<file path="config.mk">
export PLATFORM = sky130hd
export DESIGN_NAME = array_combine_8x8_flat
export DESIGN_NICKNAME = d
export VERILOG_FILES = /design/src/rtl/array_combine_8x8_if.sv /design/src/rtl/array_combine_8x8.sv /design/src/flat_wrapper.sv
export SDC_FILE = /design/constraint.sdc
export NUM_CORES = 1
export LEC_CHECK = 0
export CORE_MARGIN = 5
export CORE_UTILIZATION = 58
export DETAILED_ROUTE_END_ITERATION = 12
export PLACE_DENSITY = 0.93
export SLEW_MARGIN = 25
export SYNTH_ARGS = -nofsm -noshare
export SYNTH_HDL_FRONTEND = slang
export SYNTH_SLANG_ARGS = --single-unit
</file>
<file path="constraint.sdc">
create_clock -name clk -period 13.6 [get_ports clk]
set_input_delay 2.72 -clock clk [delete_from_list [all_inputs] [get_ports clk]]
set_output_delay 2.72 -clock clk [all_outputs]
set_load 0.03 [all_outputs]
</file>
<file path="src/rtl/array_combine_8x8_if.sv">
// array_combine_8x8_if: operand/result bundle for the 8x8 carry-disregard multiplier.
interface array_combine_8x8_if;
  logic        in_valid;
  logic [7:0]  A;
  logic [7:0]  B;
  logic        out_valid;
  logic [16:0] R;
  modport master (output in_valid, A, B, input out_valid, R);
  modport slave  (input in_valid, A, B, output out_valid, R);
endinterface

</file>
<file path="src/rtl/array_combine_8x8.sv">
// array_combine_8x8: registered 8x8 approximate multiplier (carry-disregard OR combine of four 4x4 arrays).
// Define ARRAY_COMBINE_EXACT_EN to restore the full carry chain and get the exact product.
module array_mul4x4 (
  input  logic [3:0] i_a,
  input  logic [3:0] i_b,
  output logic [7:0] o_p
);
  logic [3:0][3:0] w_pp;
  logic [3:0][4:0] w_row;
  genvar i, j;
  for (i = 0; i < 4; i++) begin : g_pp
    assign w_pp[i] = i_a & {4{i_b[i]}};
  end
  assign w_row[0] = {1'b0, w_pp[0]};
  // each row adds the next shifted AND row to the upper bits of the previous sum
  for (i = 1; i < 4; i++) begin : g_row
    logic [4:0] w_c;
    assign w_c[0] = 1'b0;
    for (j = 0; j < 4; j++) begin : g_fa
      logic w_x, w_y;
      assign w_x = w_pp[i][j];
      assign w_y = w_row[i-1][j+1];
      assign w_row[i][j] = w_x ^ w_y ^ w_c[j];
      assign w_c[j+1] = (w_x & w_y) | (w_c[j] & (w_x ^ w_y));
    end
    assign w_row[i][4] = w_c[4];
  end
  assign o_p = {w_row[3][4:1], w_row[3][0], w_row[2][0], w_row[1][0], w_row[0][0]};
endmodule

module array_combine_8x8 (
  input logic clk,
  input logic rst,
  array_combine_8x8_if.slave bus
);
  logic [7:0]  w_ll, w_lh, w_hl, w_hh;
  logic [8:0]  w_m;
  logic [16:0] w_f;
  logic [16:0] r_r;
  logic        r_valid;
  array_mul4x4 u_ll (.i_a(bus.A[3:0]), .i_b(bus.B[3:0]), .o_p(w_ll));
  array_mul4x4 u_lh (.i_a(bus.A[3:0]), .i_b(bus.B[7:4]), .o_p(w_lh));
  array_mul4x4 u_hl (.i_a(bus.A[7:4]), .i_b(bus.B[3:0]), .o_p(w_hl));
  array_mul4x4 u_hh (.i_a(bus.A[7:4]), .i_b(bus.B[7:4]), .o_p(w_hh));
  assign w_m = {1'b0, w_lh} + {1'b0, w_hl};
`ifdef ARRAY_COMBINE_EXACT_EN
  logic [4:0] w_mid;
  assign w_mid = {1'b0, w_ll[7:4]} + {1'b0, w_m[3:0]};
  assign w_f = {{1'b0, w_hh} + {4'b0, w_m[8:4]} + {8'b0, w_mid[4]}, w_mid[3:0], w_ll[3:0]};
`else
  // OR instead of add in bits [7:4]: no carry ever reaches the upper sum
  assign w_f = {{1'b0, w_hh} + {4'b0, w_m[8:4]}, w_ll[7:4] | w_m[3:0], w_ll[3:0]};
`endif
  always_ff @(posedge clk) begin
    if (rst) begin
      r_r     <= '0;
      r_valid <= 1'b0;
    end else begin
      r_valid <= bus.in_valid;
      if (bus.in_valid) r_r <= w_f;
    end
  end
  assign bus.R         = r_r;
  assign bus.out_valid = r_valid;
endmodule

</file>
<file path="src/flat_wrapper.sv">
// flat-port wrapper written by rule: the top's interface ports become plain ports
module array_combine_8x8_flat 
  (clk, rst, bus_in_valid, bus_A, bus_B, bus_out_valid, bus_R);
  array_combine_8x8_if bus_i ();
  input logic clk;
  input logic rst;
  input wire logic [$bits(bus_i.in_valid)-1:0] bus_in_valid;
  input wire logic [$bits(bus_i.A)-1:0] bus_A;
  input wire logic [$bits(bus_i.B)-1:0] bus_B;
  output wire logic [$bits(bus_i.out_valid)-1:0] bus_out_valid;
  output wire logic [$bits(bus_i.R)-1:0] bus_R;
  assign bus_i.in_valid = bus_in_valid;
  assign bus_i.A = bus_A;
  assign bus_i.B = bus_B;
  assign bus_out_valid = bus_i.out_valid;
  assign bus_R = bus_i.R;
  array_combine_8x8 u_core (.clk(clk), .rst(rst), .bus(bus_i));
endmodule
</file>
**Yosys cells after proc, flatten, opt, wreduce, memory -nomap -nowiden**

Cells that the tools add are included.

- Flip-flop bits (word level): 18

- Add/sub/neg operators: 2
- Bitwise logic cells: 209

Operators with widths:

| kind | count |
|---|---|
| $and A1 B1 Y1 | 80 |
| $xor A1 B1 Y1 | 80 |
| $and A4 B4 Y4 | 16 |
| $or A1 B1 Y1 | 32 |
| $add A8 B5 Y9 | 1 |
| $add A8 B8 Y9 | 1 |
| $or A4 B4 Y4 | 1 |

**Longest topological paths before layout**

- Word-level depth: 18
- Mapped depth: 26
- Mapped depth without buffers: 26

**Hierarchy**

Synthesis repeated with hierarchy kept, for this count alone.

- Cells, all modules: 298
- Area total of the unflattened synthesis: 2555.0 µm²

By module, submodules not included:

| module | instances | cells each | area an instance (µm²) |
|---|---|---|---|
| array_mul4x4 | 4 | 40 | 337.8 |
| array_combine_8x8 | 1 | 138 | 1203.7 |

**Worst setup path before layout**

No wires, ideal clock.

- Kind: in2reg
- From: input port bus_B[1]
- To: register u_core.r_r[13] (netlist: u_core.bus.R[13])
- Data arrival time: 7627 ps
- Required time: 13468 ps
- Setup slack: 5842 ps
- Stages on the path: 23
- Buffers on the path: 0
- Cells stage by stage: and2_1 -> ha_1 -> fa_1 -> inv_1 -> fa_1 -> fa_1 -> fa_1 -> fa_1 -> inv_1 -> fa_1 -> inv_1 -> fa_1 -> inv_1 -> ha_1 -> nand2b_1 -> o31ai_4 -> xnor2_1 -> ha_1 -> o21ai_0 -> nor2_1 -> o21ai_0 -> mux2i_1 -> o21ai_0

- Cells in the longest elaborated chain, start to end: 18

RTL lines:

| what | line | RTL |
|---|---|---|
| start: declaration | flat_wrapper.sv:9 | `input wire logic [$bits(bus_i.B)-1:0] bus_B;` |
| $and A4 B4 Y4 (*) | array_combine_8x8.sv:12 | `assign w_pp[i] = i_a & {4{i_b[i]}};` |
| $and A1 B1 Y1 / $xor A1 B1 Y1 (equally long branches) | array_combine_8x8.sv:24, array_combine_8x8.sv:23 |  |
| $and A1 B1 Y1 | array_combine_8x8.sv:24 | `assign w_c[j+1] = (w_x & w_y) \| (w_c[j] & (w_x ^ w_y));` |
| $or A1 B1 Y1 | array_combine_8x8.sv:24 |  |
| $and A1 B1 Y1 / $xor A1 B1 Y1 (equally long branches) | array_combine_8x8.sv:24, array_combine_8x8.sv:23 |  |
| $or A1 B1 Y1 / $xor A1 B1 Y1 (equally long branches) | array_combine_8x8.sv:24, array_combine_8x8.sv:23 |  |
| $xor A1 B1 Y1 / $and A1 B1 Y1 (equally long branches) | array_combine_8x8.sv:23, array_combine_8x8.sv:24 |  |
| $xor A1 B1 Y1 / $or A1 B1 Y1 (equally long branches) | array_combine_8x8.sv:23, array_combine_8x8.sv:24 |  |
| [... 2 more ...] | - |  |
| $and A1 B1 Y1 / $xor A1 B1 Y1 (equally long branches) | array_combine_8x8.sv:24, array_combine_8x8.sv:23 |  |
| $or A1 B1 Y1 / $xor A1 B1 Y1 (equally long branches) | array_combine_8x8.sv:24, array_combine_8x8.sv:23 |  |
| $and A1 B1 Y1 | array_combine_8x8.sv:24 |  |
| $or A1 B1 Y1 | array_combine_8x8.sv:24 |  |
| $and A1 B1 Y1 | array_combine_8x8.sv:24 |  |
| $or A1 B1 Y1 | array_combine_8x8.sv:24 |  |
| $add A8 B8 Y9 (*) | array_combine_8x8.sv:45 | `assign w_m = {1'b0, w_lh} + {1'b0, w_hl};` |
| $add A8 B5 Y9 (*) | array_combine_8x8.sv:52 | `assign w_f = {{1'b0, w_hh} + {4'b0, w_m[8:4]}, w_ll[7:4] \| w_m[3:0], w_ll[3:0]};` |
| end signal: assignment | array_combine_8x8.sv:60 | `if (bus.in_valid) r_r <= w_f;` |
| end: declaration | array_combine_8x8.sv:39 | `logic [16:0] r_r;` |

Mark *: on every way between the ends. The rest lies on a longest branch, timed or not.
A chain may end at the register's enable or synchronous reset.

**Final worst setup path**

- From: input port bus_A[5]
- To: register u_core.r_r[16] (netlist: u_core.bus.R[16])

- Cells in the longest elaborated chain, start to end: 18

RTL lines:

| what | line | RTL |
|---|---|---|
| start: declaration | flat_wrapper.sv:8 | `input wire logic [$bits(bus_i.A)-1:0] bus_A;` |
| $and A4 B4 Y4 | array_combine_8x8.sv:12 |  |
| $and A1 B1 Y1 / $xor A1 B1 Y1 (equally long branches) | array_combine_8x8.sv:24, array_combine_8x8.sv:23 |  |
| $and A1 B1 Y1 | array_combine_8x8.sv:24 |  |
| $or A1 B1 Y1 | array_combine_8x8.sv:24 |  |
| $and A1 B1 Y1 / $xor A1 B1 Y1 (equally long branches) | array_combine_8x8.sv:24, array_combine_8x8.sv:23 |  |
| $or A1 B1 Y1 / $xor A1 B1 Y1 (equally long branches) | array_combine_8x8.sv:24, array_combine_8x8.sv:23 |  |
| $xor A1 B1 Y1 / $and A1 B1 Y1 (equally long branches) | array_combine_8x8.sv:23, array_combine_8x8.sv:24 |  |
| $xor A1 B1 Y1 / $or A1 B1 Y1 (equally long branches) | array_combine_8x8.sv:23, array_combine_8x8.sv:24 |  |
| [... 2 more ...] | - |  |
| $and A1 B1 Y1 / $xor A1 B1 Y1 (equally long branches) | array_combine_8x8.sv:24, array_combine_8x8.sv:23 |  |
| $or A1 B1 Y1 / $xor A1 B1 Y1 (equally long branches) | array_combine_8x8.sv:24, array_combine_8x8.sv:23 |  |
| $and A1 B1 Y1 | array_combine_8x8.sv:24 |  |
| $or A1 B1 Y1 | array_combine_8x8.sv:24 |  |
| $and A1 B1 Y1 | array_combine_8x8.sv:24 |  |
| $or A1 B1 Y1 | array_combine_8x8.sv:24 |  |
| $add A8 B8 Y9 | array_combine_8x8.sv:45 |  |
| $add A8 B5 Y9 (*) | array_combine_8x8.sv:52 |  |

Marks and branches as above.

==> impl_metrics.csv <==
group,metric,value,unit
drt,firstDrtPassIters,4,
clock_network,root_buffer,"clkbuf_8",
grt,grt_usage,18.6,%
logic_synthesis,yosysUniqueCellTypes,34,
finish,mostFrequentLayoutCell,"inv_1",
clock_network,post_cts_buffers,0,
worst_setup_path,cp-startpoint,"bus_A[5]",
clock_network,clkLatencyLatePin,0.25,ns
place,io_buffer_count,36,
floorplanning,die_area,5830,sq um
logic_synthesis,yosys.area_share.simple,19.6,%
sta,drv_slew,0,
worst_setup_path,r2r-end,"u_core.bus.R[14]$_SDFFE_PP0P_",
drt,wire_per_inst,13.6,um
place,dpl_worst_slack,4.88,ns
pwr,p_leak,1.40,nW
clock_network,cts_buffers,3,
sta,fmax,117,MHz
logic_synthesis,netlist_instances,290,
worst_setup_path,crit_path_cell_trace,"clkdlybuf4s50_1 -> and2_1 -> ha_1 -> fa_1 -> inv_1 -> fa_1 -> fa_1 -> fa_1 -> fa_1 -> inv_1 -> fa_1 -> ha_1 -> nand2_1 -> a21oi_1 -> a211oi_1 -> xnor2_1 -> ha_1 -> nor2b_1 -> o21ai_2 -> a2111oi_2 -> mux2i_1 -> nor2_1",
logic_synthesis,synth_top_family_by_area,"adder cells",
worst_setup_path,arrival,8.74,ns
clock_network,cts-htree-levels,1,
logic_synthesis,ys_warn_count,0,
worst_setup_path,worstPathRequired,13.78,ns
finish,syn2layout_area_growth,17.9,%
worst_setup_path,r2r_setup_slack,12.75,ns
status,outcome,"finished clean",
sta,setup_tns,0,ns
flow_run,maxCapViolCount,0,
worst_setup_path,cp.depth,22,
worst_setup_path,worstSetupPathType,"input port to register",
drt,ant_nets,0,
logic_synthesis,syn_nets,372,
logic_synthesis,avgSynthCellArea,8.81,sq um
finish,drive_gt1_share,3.69,%
floorplanning,rows,24,
worst_setup_path,cp-end-kind,"register",
floorplanning,dieWidth,76.4,um
finish,fin_util,69.7,%
floorplanning,die_h,76.4,um
floorplanning,coreArea,4320,sq um
min_path,hold_class,"register to register",
finish,seq_area,360,sq um
sta,finalHoldViolations,0,
worst_setup_path,crit_end,"u_core.bus.R[16]$_SDFFE_PP0P_",
logic_synthesis,synth.area.mux_share,3.13,%
grt,antenna_found_initial,0,
logic_synthesis,netlist_area,2560,sq um
sta,worst_slew_pin_slew,1.02,ns
clock_network,cts.sinks,18,
logic_synthesis,ys_ff_latch,18,
finish,diodes,0,
sta,whs,0.470,ns
sta,finalCritPeriodShare,63.0,%
worst_setup_path,path_buf_inv,3,
grt,grt_max_degree,28,
sta,rsz0062_at_grt,"no",
worst_setup_path,critPathMostFrequentCell,"fa_1",
grt,gr-total-overflow,0,
drt,drc_errors,0,
place,hpwl,4370,um
worst_setup_path,critPathMaxStageDelay,0.58,ns
worst_setup_path,slowest_stage,"clkdlybuf4s50_1",
drt,wl,5140,um
logic_synthesis,synthAdderAreaFrac,40.8,%
min_path,worstHoldStart,"u_core.bus.R[0]$_SDFFE_PP0P_",
drt,via_per_inst,5.33,
finish,layout_common_cells,"53 x inv_1, 37 x and2_1, 36 x clkdlybuf4s50_1",
pwr,ir_drop,0.0622,mV
clock_network,cts_buffer_depth,2,
drt,drtIter0Drc,90,
sta,fin_skew,0,ns
clock_network,hold_buffers,0,
drt,vias,2008,
logic_synthesis,synth_edf_count,0,
logic_synthesis,async_flop_share,0,%
clock_network,ctsResizeCount,0,
finish,nets,408,
worst_setup_path,path_max_fanout,8,
worst_setup_path,worstSetupStartpointType,"input port",
sta,relSlewSlack,31.8,%
grt,grt_first_pass_wirelength,9160,um
sta,fin_crit,8.56,ns
finish,multi_input_area,1970,sq um
floorplanning,initial_utilization,59.1,%
sta,setup_viol,0,
sta,worst_slack,5.04,ns
floorplanning,num_io_pins,37,
logic_synthesis,synth_xor_xnor_area_share,3.08,%
logic_synthesis,synth_compound_area_share,10.6,%
logic_synthesis,synthFlopType,"dfxtp_1",
worst_setup_path,crit-reg2reg-launch,"u_core.bus.R[14]$_SDFFE_PP0P_",
place,finalWeightedCongestion,0.835,
worst_setup_path,r2r_cells,2,
worst_setup_path,cp_top_family,"adder cells",
grt,first_global_vias,2086,
pwr,power-per-cell-area,126,nW/um^2
finish,fill_cells,333,
clock_network,clkTransAtPathRegs,0.07,ns
logic_synthesis,ys_seq_area_share,14.1,%
clock_network,cts_tree,"built",
[routing by layer]
| layer | vias up | share of wire (%) | track usage, % |
|---|---|---|---|
| met5 | - | 0 | 0 |
| met2 | 52 | 49 | 31.8 |
| li1 | 983 | - | - |
| met1 | 961 | 44 | 24.1 |
| met3 | 12 | 5.1 | 1.77 |
| met4 | 0 | 1.9 | 7.34 |
[worst min path at each step]
stage | to | slack (ns) | cells after the start
final | u_core.bus.R[0]$_SDFFE_PP0P_ | 0.47 | 2
after detailed placement | u_core.bus.R[0]$_SDFFE_PP0P_ | 0.47 | 2
after global routing | u_core.bus.R[0]$_SDFFE_PP0P_ | 0.50 | 2
after CTS | u_core.bus.R[0]$_SDFFE_PP0P_ | 0.47 | 2
after floorplan | u_core.bus.R[0]$_SDFFE_PP0P_ | 0.59 | 2
after global placement | u_core.bus.R[0]$_SDFFE_PP0P_ | 0.45 | 2
[per-stage QoR]
stage	std cells	power, mW	cell area, sq um
floorplan	290	0.269	2560
global placement	373	0.323	2960
detailed placement	373	0.336	2960
CTS	377	0.382	3010
global route	377	0.419	3010
finish	377	0.380	3010
[where the power goes]
group / switching, mW / total [mW] / leakage, nW / internal (mW)
combinational: 0.150 / 0.268 / 1.22 / 0.118
clock: 0.0176 / 0.0433 / 0.0288 / 0.0257
sequential: 0.00516 / 0.0690 / 0.149 / 0.0639
total: 0.173 / 0.380 / 1.40 / 0.208
[cell families (layout without fill, tap and decap cells)]
family | count (synthesis) | count (layout)
AND/OR/NAND/NOR | 100 | 100
adder cells (fa/ha/maj) | 63 | 63
buffers and inverters | 58 | 93
AO/OA/AOI/OAI | 34 | 34
flip-flops | 18 | 18
XOR/XNOR | 9 | 9
multiplexers | 8 | 8
[state kept, by name, summed over array words and instances, names as in the netlist]
name	cells
u_core.bus.out_valid	1
u_core.bus.R	17
[cell type report]
class / instances / share of cell area (%)
multi-input cells: 214 / 65.5
flip-flops and latches: 18 / 12.0
repair buffers: 36 / 12.0
inverters: 53 / 6.60
well taps: 52 / 2.16
clock buffers: 4 / 1.83
[cells in the mapped netlist (all sizes together) (5+ instances only)]
cell type	count	share of area, %
a211oi	7	2.3
a21oi	5	0.98
and2	37	9.1
dfxtp	18	14
fa	34	27
ha	29	14
inv	53	7.8
mux2i	8	3.1
nand2	29	4.3
nand2b	6	1.5
nor2	21	3.1
o21ai	9	2.2
xnor2	8	2.7
[worst min-delay path, cell delays in order, from the launching register on]
cell      delay [ns]
dfxtp_1         0.31
nand2b_1        0.06
a21oi_1         0.05
(Power assumes the default switching activity.)
